--- src/rtl/yonga_lz4_pkg.sv ---
// rtl/yonga_lz4_pkg.sv - shared constants and types for the LZ4 source arbiter
package yonga_lz4_pkg;

    localparam int NUM_SRC  = 3;
    localparam int SRC_WB   = 0;
    localparam int SRC_UART = 1;
    localparam int SRC_LA   = 2;
    localparam int IDX_W    = 2;

    typedef enum logic {
        ST_IDLE,
        ST_LOCK
    } state_t;

    // Round-robin successor of a source index, wrapping NUM_SRC-1 back to 0.
    function automatic logic [IDX_W-1:0] next_idx(input logic [IDX_W-1:0] idx);
        return (int'(idx) == NUM_SRC - 1) ? '0 : idx + IDX_W'(1);
    endfunction

endpackage

--- src/rtl/yonga_rr_pick.sv ---
// rtl/yonga_rr_pick.sv - rotating-priority encoder: first requester at or after ptr
module yonga_rr_pick
    import yonga_lz4_pkg::*;
(
    input  logic [NUM_SRC-1:0] req,
    input  logic [IDX_W-1:0]   ptr,
    output logic [IDX_W-1:0]   gnt_idx,
    output logic               gnt_any
);

    int idx;

    // Scan from the farthest offset down so the closest requester to ptr wins.
    always_comb begin
        gnt_idx = '0;
        gnt_any = |req;
        idx     = 0;
        for (int off = NUM_SRC - 1; off >= 0; off--) begin
            idx = (int'(ptr) + off) % NUM_SRC;
            if (req[idx]) begin
                gnt_idx = IDX_W'(idx);
            end
        end
    end

endmodule

--- src/rtl/yonga_lz4_src_arbiter.sv ---
// rtl/yonga_lz4_src_arbiter.sv - frame-locked round-robin arbiter feeding the LZ4 decoder byte input
module yonga_lz4_src_arbiter
    import yonga_lz4_pkg::*;
#(
    parameter int DATA_W = 8,
    parameter int TMO_W  = 16
) (
    input  logic                        clk,
    input  logic                        rst,
    input  logic [NUM_SRC-1:0]          src_valid,
    input  logic [NUM_SRC*DATA_W-1:0]   src_data,
    input  logic [NUM_SRC-1:0]          src_last,
    output logic [NUM_SRC-1:0]          src_ready,
    output logic                        dec_valid,
    output logic [DATA_W-1:0]           dec_data,
    output logic                        dec_last,
    input  logic                        dec_ready,
    input  logic [TMO_W-1:0]            timeout_cycles,
    output logic [IDX_W-1:0]            grant_id,
    output logic                        busy,
    output logic                        dec_abort
);

    state_t             state, state_nxt;
    logic [IDX_W-1:0]   grant_q, grant_nxt;
    logic [IDX_W-1:0]   rr_ptr, rr_nxt;
    logic [IDX_W-1:0]   pick_idx;
    logic               pick_any;
    logic [TMO_W-1:0]   tmo_cnt, tmo_nxt;
    logic               g_valid, g_last, tmo_hit;
    logic [DATA_W-1:0]  g_data;

    yonga_rr_pick u_pick (
        .req     (src_valid),
        .ptr     (rr_ptr),
        .gnt_idx (pick_idx),
        .gnt_any (pick_any)
    );

    assign g_valid = src_valid[grant_q];
    assign g_last  = src_last[grant_q];
    assign g_data  = src_data[int'(grant_q)*DATA_W +: DATA_W];

    // tmo_cnt holds the quiet cycles already seen; this cycle is the next one.
    assign tmo_hit = (timeout_cycles != '0) && !g_valid &&
                     (tmo_cnt >= timeout_cycles - TMO_W'(1));

    assign busy     = (state == ST_LOCK);
    assign grant_id = grant_q;

    always_comb begin
        state_nxt = state;
        grant_nxt = grant_q;
        rr_nxt    = rr_ptr;
        tmo_nxt   = '0;
        src_ready = '0;
        dec_valid = 1'b0;
        dec_data  = '0;
        dec_last  = 1'b0;
        dec_abort = 1'b0;
        case (state)
            ST_IDLE: begin
                if (pick_any) begin
                    state_nxt = ST_LOCK;
                    grant_nxt = pick_idx;
                end
            end
            ST_LOCK: begin
                dec_valid          = g_valid;
                dec_data           = g_data;
                dec_last           = g_last;
                src_ready[grant_q] = dec_ready;
                if (g_valid && dec_ready && g_last) begin
                    state_nxt = ST_IDLE;
                    rr_nxt    = next_idx(grant_q);
                end else if (tmo_hit) begin
                    // The decoder shares rst, so no abort is signalled while reset is applied.
                    dec_abort = !rst;
                    state_nxt = ST_IDLE;
                    rr_nxt    = next_idx(grant_q);
                end else if (!g_valid) begin
                    tmo_nxt = (&tmo_cnt) ? tmo_cnt : tmo_cnt + TMO_W'(1);
                end
            end
            default: state_nxt = ST_IDLE;
        endcase
    end

    always_ff @(posedge clk) begin
        if (rst) begin
            state   <= ST_IDLE;
            grant_q <= '0;
            rr_ptr  <= '0;
            tmo_cnt <= '0;
        end else begin
            state   <= state_nxt;
            grant_q <= grant_nxt;
            rr_ptr  <= rr_nxt;
            tmo_cnt <= tmo_nxt;
        end
    end

endmodule

--- config.mk ---
export PLATFORM = sky130hd
export DESIGN_NAME = yonga_lz4_src_arbiter
export DESIGN_NICKNAME = d
export VERILOG_FILES = /design/src/rtl/yonga_lz4_pkg.sv /design/src/rtl/yonga_rr_pick.sv /design/src/rtl/yonga_lz4_src_arbiter.sv
export SDC_FILE = /design/constraint.sdc
export NUM_CORES = 1
export LEC_CHECK = 0
export BUFFER_PORTS_ARGS = -buffer_cell sky130_fd_sc_hd__buf_2
export CORE_UTILIZATION = 46
export CTS_CLUSTER_SIZE = 25
export DETAILED_ROUTE_END_ITERATION = 8
export PLACE_DENSITY_LB_ADDON = 0.08
export RECOVER_POWER = 50
export SYNTH_ARGS = -nofsm -noshare
export SYNTH_HDL_FRONTEND = slang
export SYNTH_SLANG_ARGS = --single-unit
--- constraint.sdc ---
create_clock -name clk -period 2.7 [get_ports clk]
set_input_delay 0.135 -clock clk [delete_from_list [all_inputs] [get_ports clk]]
set_output_delay 0.135 -clock clk [all_outputs]
set_load 0.05 [all_outputs]
==> results of run 1 <==
[worst min path at each step]
stage            startpoint                       end  slack (ns)  depth (start not counted)
2_1_floorplan  src_valid[1]  grant_id[0]$_SDFFE_PP0P_        0.30                          2
3_3_place_gp            rst  grant_id[1]$_SDFFE_PP0P_        0.43                          2
3_5_place_dp            rst  grant_id[1]$_SDFFE_PP0P_        0.44                          2
4_1_cts                 rst  grant_id[1]$_SDFFE_PP0P_        0.15                          2
5_1_grt                 rst    rr_ptr[1]$_SDFFE_PP0P_        0.17                          2
6_report                rst  grant_id[1]$_SDFFE_PP0P_        0.15                          2
[cell usage in the layout, fill, tap and decap left out, types with 2 or more instances in the layout]
cell       count
xor2_1        12
and4_1         4
nor3_1         7
o21ai_0        7
ha_1          20
buf_2         56
o2111ai_1      2
nand2b_1       2
inv_1          7
o2bb2ai_1      2
a21oi_1       22
nand4_1        4
o21a_1         2
mux2i_1       12
nand2_1       17
xnor2_1       11
nor3_4         2
nor3_2         4
and3_1         5
nor3b_1        2
nand3_1       13
clkbuf_1       6
or4_1          2
clkbuf_8       3
a2111o_1       2
buf_6          6
nor2_1        41
dfxtp_1       21
buf_4         25
and2_1         3
[final cells by class]
type                    count  area share [%]
clock buffers               3            1.56
clock inverters             1           0.284
well taps                  50            2.37
flip-flops and latches     21            15.9
repair buffers             93            21.1
multi-input cells         216            57.8
inverters                   7           0.994
[metal layers]
metal	wire length (um)	global-route usage (%)	part of all wire [%]	up-vias
li1	-	-	-	1094
met4	36	3.99	0.73	0
met3	120	2.53	2.4	4
met1	2390	29.5	49	963
met2	2360	37.5	48	40
met5	0	0	0	-
[logic make-up (layout without fill, tap and decap cells)]
| group | count (synthesis) | count (layout) |
|---|---|---|
| buffers and inverters | 18 | 104 |
| AND/OR/NAND/NOR | 114 | 114 |
| flip-flops | 21 | 21 |
| XOR/XNOR | 23 | 23 |
| AO/OA/AOI/OAI | 46 | 46 |
| adder cells (fa/ha/maj) | 21 | 21 |
| multiplexers | 12 | 12 |
[worst max-delay path: stages]
cell and delay (ns):
buf_6 0.10, nor3_4 0.19, and3_4 0.23, nand2_4 0.07, buf_4 0.16, nor2_1 0.08, nand2_1 0.06, xor2_1 0.15
ha_1 0.29, nand4_1 0.16, nor4_2 0.18, a32o_2 0.21, o21a_1 0.13, buf_6 0.10, nor4b_4 0.19, buf_6 0.19
[registers in the layout, summed over array words and instances, names as in the netlist]
signal    cells
busy          1
rr_ptr        2
tmo_cnt      16
grant_id      2
[through the flow]
| stage | setup TNS (ns) | power [mW] | instance area [sq um] |
|---|---|---|---|
| 3_5_place_dp | -4.66 | 0.578 | 2470 |
| 4_1_cts | -0.216 | 0.805 | 2640 |
| 2_1_floorplan | -1.15 | 0.485 | 1980 |
| 3_3_place_gp | -3.28 | 0.575 | 2470 |
| 5_1_grt | -1.50 | 0.844 | 2640 |
| 6_report | -0.0809 | 0.799 | 2640 |
[power by group through the flow]
stage	Combinational, mW	Sequential [mW]	Clock (mW)
5_1_grt	0.286	0.320	0.237
3_5_place_dp	0.251	0.326	0
2_1_floorplan	0.152	0.333	0
4_1_cts	0.262	0.319	0.224
6_report	0.262	0.319	0.218
3_3_place_gp	0.249	0.326	0
[repair_timing]
action | in CTS | in global routing
setup buffers | 4 | 1
endpoints found under the setup margin | 6 | 19
resized for setup | 18 | 2
pin swaps | 9 | 6
==> flow_summary_export.csv, run 1 <==
group,metric,value,unit
detailed_routing,vias,2101,
global_route,grt_pass1_vias,1823,
pwr,leakagePower,1.15,nW
cells_and_area,seq_area,420,sq um
detailed_routing,drt_iter0_drc,95,
worst_setup_path,crit_path_start,"timeout_cycles[4]",
yosys,synth_xor_area_share,10.3,%
run_status,status,"finished, violations left",
cts,root_buffer,"clkbuf_8",
cells_and_area,fin_cells,391,
detailed_routing,drc,0,
cts,numCtsBuffers,3,
die,die_y,67.4,um
cells_and_area,layout.nets,411,
die,die_w,67.4,um
worst_setup_path,worstSetupEndpointType,"primary output",
yosys,synthSimpleGateAreaFrac,29.3,%
detailed_routing,wl,4910,um
cells_and_area,fin_util,65.2,%
global_route,grt_overflow,0,
cts,h-tree-depth,1,
pwr,ir_drop,0.000227,V
yosys,synthCells,255,
cells_and_area,drive_gt1_share,30.8,%
pwr,p_sw,0.277,mW
yosys,async_flop_share,0,%
timing,min_period,2.77,ns
cells_and_area,multi_input_area,1530,sq um
timing,max_freq,362,MHz
yosys,yosysWarnings,0,
placement,gp_congestion,0.793,
cells_and_area,diodes,0,
timing,tightest_slew,0.762,ns
die,die_area,4540,sq um
yosys,yosysMostFrequentCell,"nor2_1",
cts,path_clk_slew,0.08,ns
timing,drv_slew,0,
cts,clock-sinks,21,
yosys,ys_types,47,
global_route,grt_pass1_wl,7810,um
worst_setup_path,worstPathMaxFanout,3,
pwr,clkPwrFrac,27.3,%
worst_setup_path,crit_arrival,2.63,ns
cts,clock_latency,0.27,ns
timing,skew,0.00229,ns
timing,holdWs,0.153,ns
placement,place_inst,382,
pwr,internal_power,0.522,mW
run_status,violations,"setup timing",
timing,setup_viol,2,
worst_setup_path,r2r_slack,0.20,ns
worst_setup_path,rr_startpoint,"tmo_cnt[0]$_SDFFE_PP0N_",
run,max_cap_viol_count,0,
global_route,antenna_found_initial,0,
cells_and_area,area_growth,34.6,%
yosys,synth_seq_cells,21,
yosys,synth_compound_area_share,15.0,%
cells_and_area,fillCellCount,355,
yosys,yosys_most_used_dff,"dfxtp_1",
yosys,ys_top_cells_by_count,"nor2_1 (41), a21oi_1 (22), dfxtp_1 (21), ha_1 (20), nand2_1 (18)",
timing,fin_crit_sh,102,%
detailed_routing,routedWlPerCell,12.6,um
timing,max_slew_margin,49.2,%
worst_setup_path,r2r-end,"tmo_cnt[12]$_SDFFE_PP0N_",
pwr,share_comb_of_total_power,32.8,%
detailed_routing,dr.pass1.iters,4,
placement,place_hpwl,3750,um
global_route,grt_max_degree,17,
cts,cts_tree,"yes",
yosys,avgSynthCellArea,7.70,sq um
detailed_routing,antenna_left,0,
pwr,swShare,34.7,%
pwr,powerDensity,302,nW/um^2
cts,cts_hold_buf,0,
cts,clk_path_buf_depth,2,
pwr,seq_power_share,39.9,%
yosys,yosysTopAreaCell,"dfxtp_1",
die,pin_count,66,
yosys,synth_area,1960,sq um
timing,setup_slack,-0.0653,ns
placement,place_ws,-0.347,ns
yosys,synthMuxAreaShare,6.11,%
timing,hold_violations,0,
worst_setup_path,required,2.57,ns
yosys,synth_top_family_by_area,"simple AND/OR/NAND/NOR gates",
worst_setup_path,crit_path_start_kind,"input pin",
yosys,synth_area_leaders,"dfxtp_1 (21%), ha_1 (13%), nor2_1 (7.8%)",
timing,grt_setup_unrepaired,"yes",
yosys,synth_top_area_share,21.4,%
min_path,hold_path.class,"in -> reg",
yosys,syn-num-nets,324,
die,fp-row-count,23,
detailed_routing,routed_via_density,5.37,
worst_setup_path,r2r_cells,9,
placement,portBuffers,65,
yosys,ys_seq_area_share,21.4,%
worst_setup_path,critPathKind,"in -> out",
worst_setup_path,cp-endpoint,"dec_abort",
die,coreArea,4060,sq um
yosys,synth_adder_area_share,13.2,%
die,start_util,48.4,%
global_route,grt_use_total,21.9,%
yosys,synth_edf_count,0,
No activity file was read; power rests on OpenSTA's default activity.
==> inputs of run 2 (changes only) <==
--- a/config.mk
+++ b/config.mk
@@ -6,7 +6,7 @@
 export NUM_CORES = 1
 export LEC_CHECK = 0
 export BUFFER_PORTS_ARGS = -buffer_cell sky130_fd_sc_hd__buf_2
-export CORE_UTILIZATION = 46
+export CORE_UTILIZATION = 40
 export CTS_CLUSTER_SIZE = 25
 export DETAILED_ROUTE_END_ITERATION = 8
 export PLACE_DENSITY_LB_ADDON = 0.08
==> run 2 against run 1 <==
The run still ends with setup timing left. Core utilization shrank 9.6 points. Final cell count is 4.6% higher. Via count is essentially flat. Clock power down 8%. Critical path depth fell by 2. Die area is 15% higher. Hold slack better by 0.016 ns. Routed wire length is 2.6% lower. Clock skew about the same. Worst setup slack got worse by 0.029 ns. Critical endpoint is now tmo_cnt[14]$_SDFFE_PP0N_.
==> flow_summary_export.csv, run 2 (synthesis results as in run 1) <==
group,metric,value,unit
min_path,hold_path.class,"in -> reg",
cells_and_area,area_growth,33.6,%
timing,setup_viol,17,
detailed_routing,wl,4780,um
worst_setup_path,r2r_cells,9,
die,die_area,5200,sq um
timing,setup_slack,-0.0947,ns
pwr,leakagePower,1.14,nW
cells_and_area,final_cell_mix,"buf_2 (58), nor2_1 (41), buf_4 (26)",
cts,cts_tree,"yes",
cells_and_area,postLayoutCellArea,2630,sq um
timing,holdWs,0.170,ns
detailed_routing,routedWlPerCell,11.7,um
worst_setup_path,r2r_slack,0.23,ns
worst_setup_path,critPathKind,"in -> reg",
timing,tightest_slew,0.775,ns
timing,fin_crit_sh,104,%
min_path,holdCritStartpoint,"rst",
placement,place_inst,401,
die,die_y,72.1,um
run,max_cap_viol_count,0,
run_status,violations,"setup timing",
cells_and_area,top_register,"tmo_cnt",
detailed_routing,vias,2103,
cts,clock_latency,0.26,ns
timing,min_period,2.79,ns
worst_setup_path,required,2.89,ns
cts,path_clk_slew,0.07,ns
die,start_util,41.6,%
pwr,power,0.777,mW
min_path,hold_path_end,"grant_id[0]$_SDFFE_PP0P_",
timing,max_slew_margin,48.3,%
cells_and_area,fin_cells,409,
cts,root_buffer,"clkbuf_8",
global_route,antenna_found_initial,0,
timing,tns,-0.672,ns
placement,place_hpwl,3800,um
timing,grt_setup_unrepaired,"yes",
pwr,powerDensity,296,nW/um^2
detailed_routing,drt_iter0_drc,42,
cts,clock-sinks,21,
die,pin_count,66,
worst_setup_path,worstSetupEndpointType,"flip-flop",
placement,portBuffers,65,
cells_and_area,layout_commonest_cell,"buf_2",
timing,max_freq,358,MHz
worst_setup_path,worstPathMaxFanout,8,
cells_and_area,fillCellCount,481,
cells_and_area,seq_area,420,sq um
die,fp-row-count,25,
cells_and_area,fin_util,55.6,%
detailed_routing,antenna_left,0,
detailed_routing,dr.pass1.iters,4,
global_route,grt_pass1_vias,1784,
cts,clk_path_buf_depth,2,
timing,skew,0.00200,ns
cells_and_area,diodes,0,
placement,place_ws,-0.303,ns
run_status,status,"finished, violations left",
pwr,ir_drop,0.000212,V
worst_setup_path,crit_path_start_kind,"input pin",
min_path,whs_path_depth,2,
die,die_w,72.1,um
worst_setup_path,rr_startpoint,"tmo_cnt[0]$_SDFFE_PP0N_",
timing,hold_violations,0,
timing,drv_slew,0,
placement,gp_congestion,0.844,
cts,numCtsBuffers,3,
worst_setup_path,r2r-end,"tmo_cnt[14]$_SDFFE_PP0N_",
cts,h-tree-depth,1,
cells_and_area,drive_gt1_share,29.8,%
cells_and_area,multi_input_area,1490,sq um
detailed_routing,drc,0,
placement,placed_area,2510,sq um
global_route,grt_pass1_wl,7800,um
global_route,grt_use_total,18.3,%
global_route,grt_overflow,0,
global_route,grt_max_degree,17,
cts,cts_hold_buf,0,
detailed_routing,routed_via_density,5.14,
cells_and_area,largest_register_ffs,16,
cells_and_area,layout.nets,412,
die,coreArea,4720,sq um
worst_setup_path,crit_arrival,2.98,ns
-- run 2: critical path: stages --
cell      delay [ns]
buf_6           0.09
or4_4           0.55
nor3_4          0.16
nand2_1         0.09
xor2_1          0.15
ha_1            0.31
buf_4           0.14
buf_4           0.12
a21oi_1         0.13
o221ai_1        0.14
o21a_1          0.21
or4_4           0.46
buf_8           0.17
nor3_2          0.15
-- run 2: worst max-delay path by stage --
stage                          endpoint  cells past startpoint         startpoint
6_report       tmo_cnt[14]$_SDFFE_PP0N_                     14  timeout_cycles[9]
5_1_grt                       dec_abort                     13  timeout_cycles[9]
4_1_cts                       dec_abort                     14  timeout_cycles[2]
3_5_place_dp   tmo_cnt[12]$_SDFFE_PP0N_                     13  timeout_cycles[9]
3_3_place_gp   tmo_cnt[12]$_SDFFE_PP0N_                     13  timeout_cycles[9]
2_1_floorplan   tmo_cnt[3]$_SDFFE_PP0N_                     13  timeout_cycles[9]
-- run 2: layout make-up --
class | count | area share [%]
Multi-Input combinational cell | 216 | 56.9
Timing Repair Buffer | 94 | 21.2
Sequential cell | 21 | 16.0
Tap cell | 67 | 3.19
Clock buffer | 4 | 1.72
Inverter | 7 | 1.00
-- run 2: timing repair --
action                                  in CTS  in global routing
gates resized for setup                     10                  4
endpoints found under the setup margin       3                 17
setup buffers                                1                  2
cloned                                       1                  0
pin swaps                                    3                  0
-- run 2: where the power goes --
group | switching, mW | internal [mW] | total, mW
Combinational | 0.155 | 0.103 | 0.258
Clock | 0.0946 | 0.105 | 0.200
Sequential | 0.00528 | 0.314 | 0.319
Total | 0.255 | 0.522 | 0.777
-- run 2: metal layers --
| metal | vias up | track usage [%] | part of all wire [%] |
|---|---|---|---|
| met2 | 56 | 34.1 | 51 |
| li1 | 1096 | - | - |
| met4 | 0 | 1.31 | 0 |
| met1 | 951 | 22.7 | 44 |
| met3 | 0 | 3.47 | 4.8 |
| met5 | - | 0 | 0 |
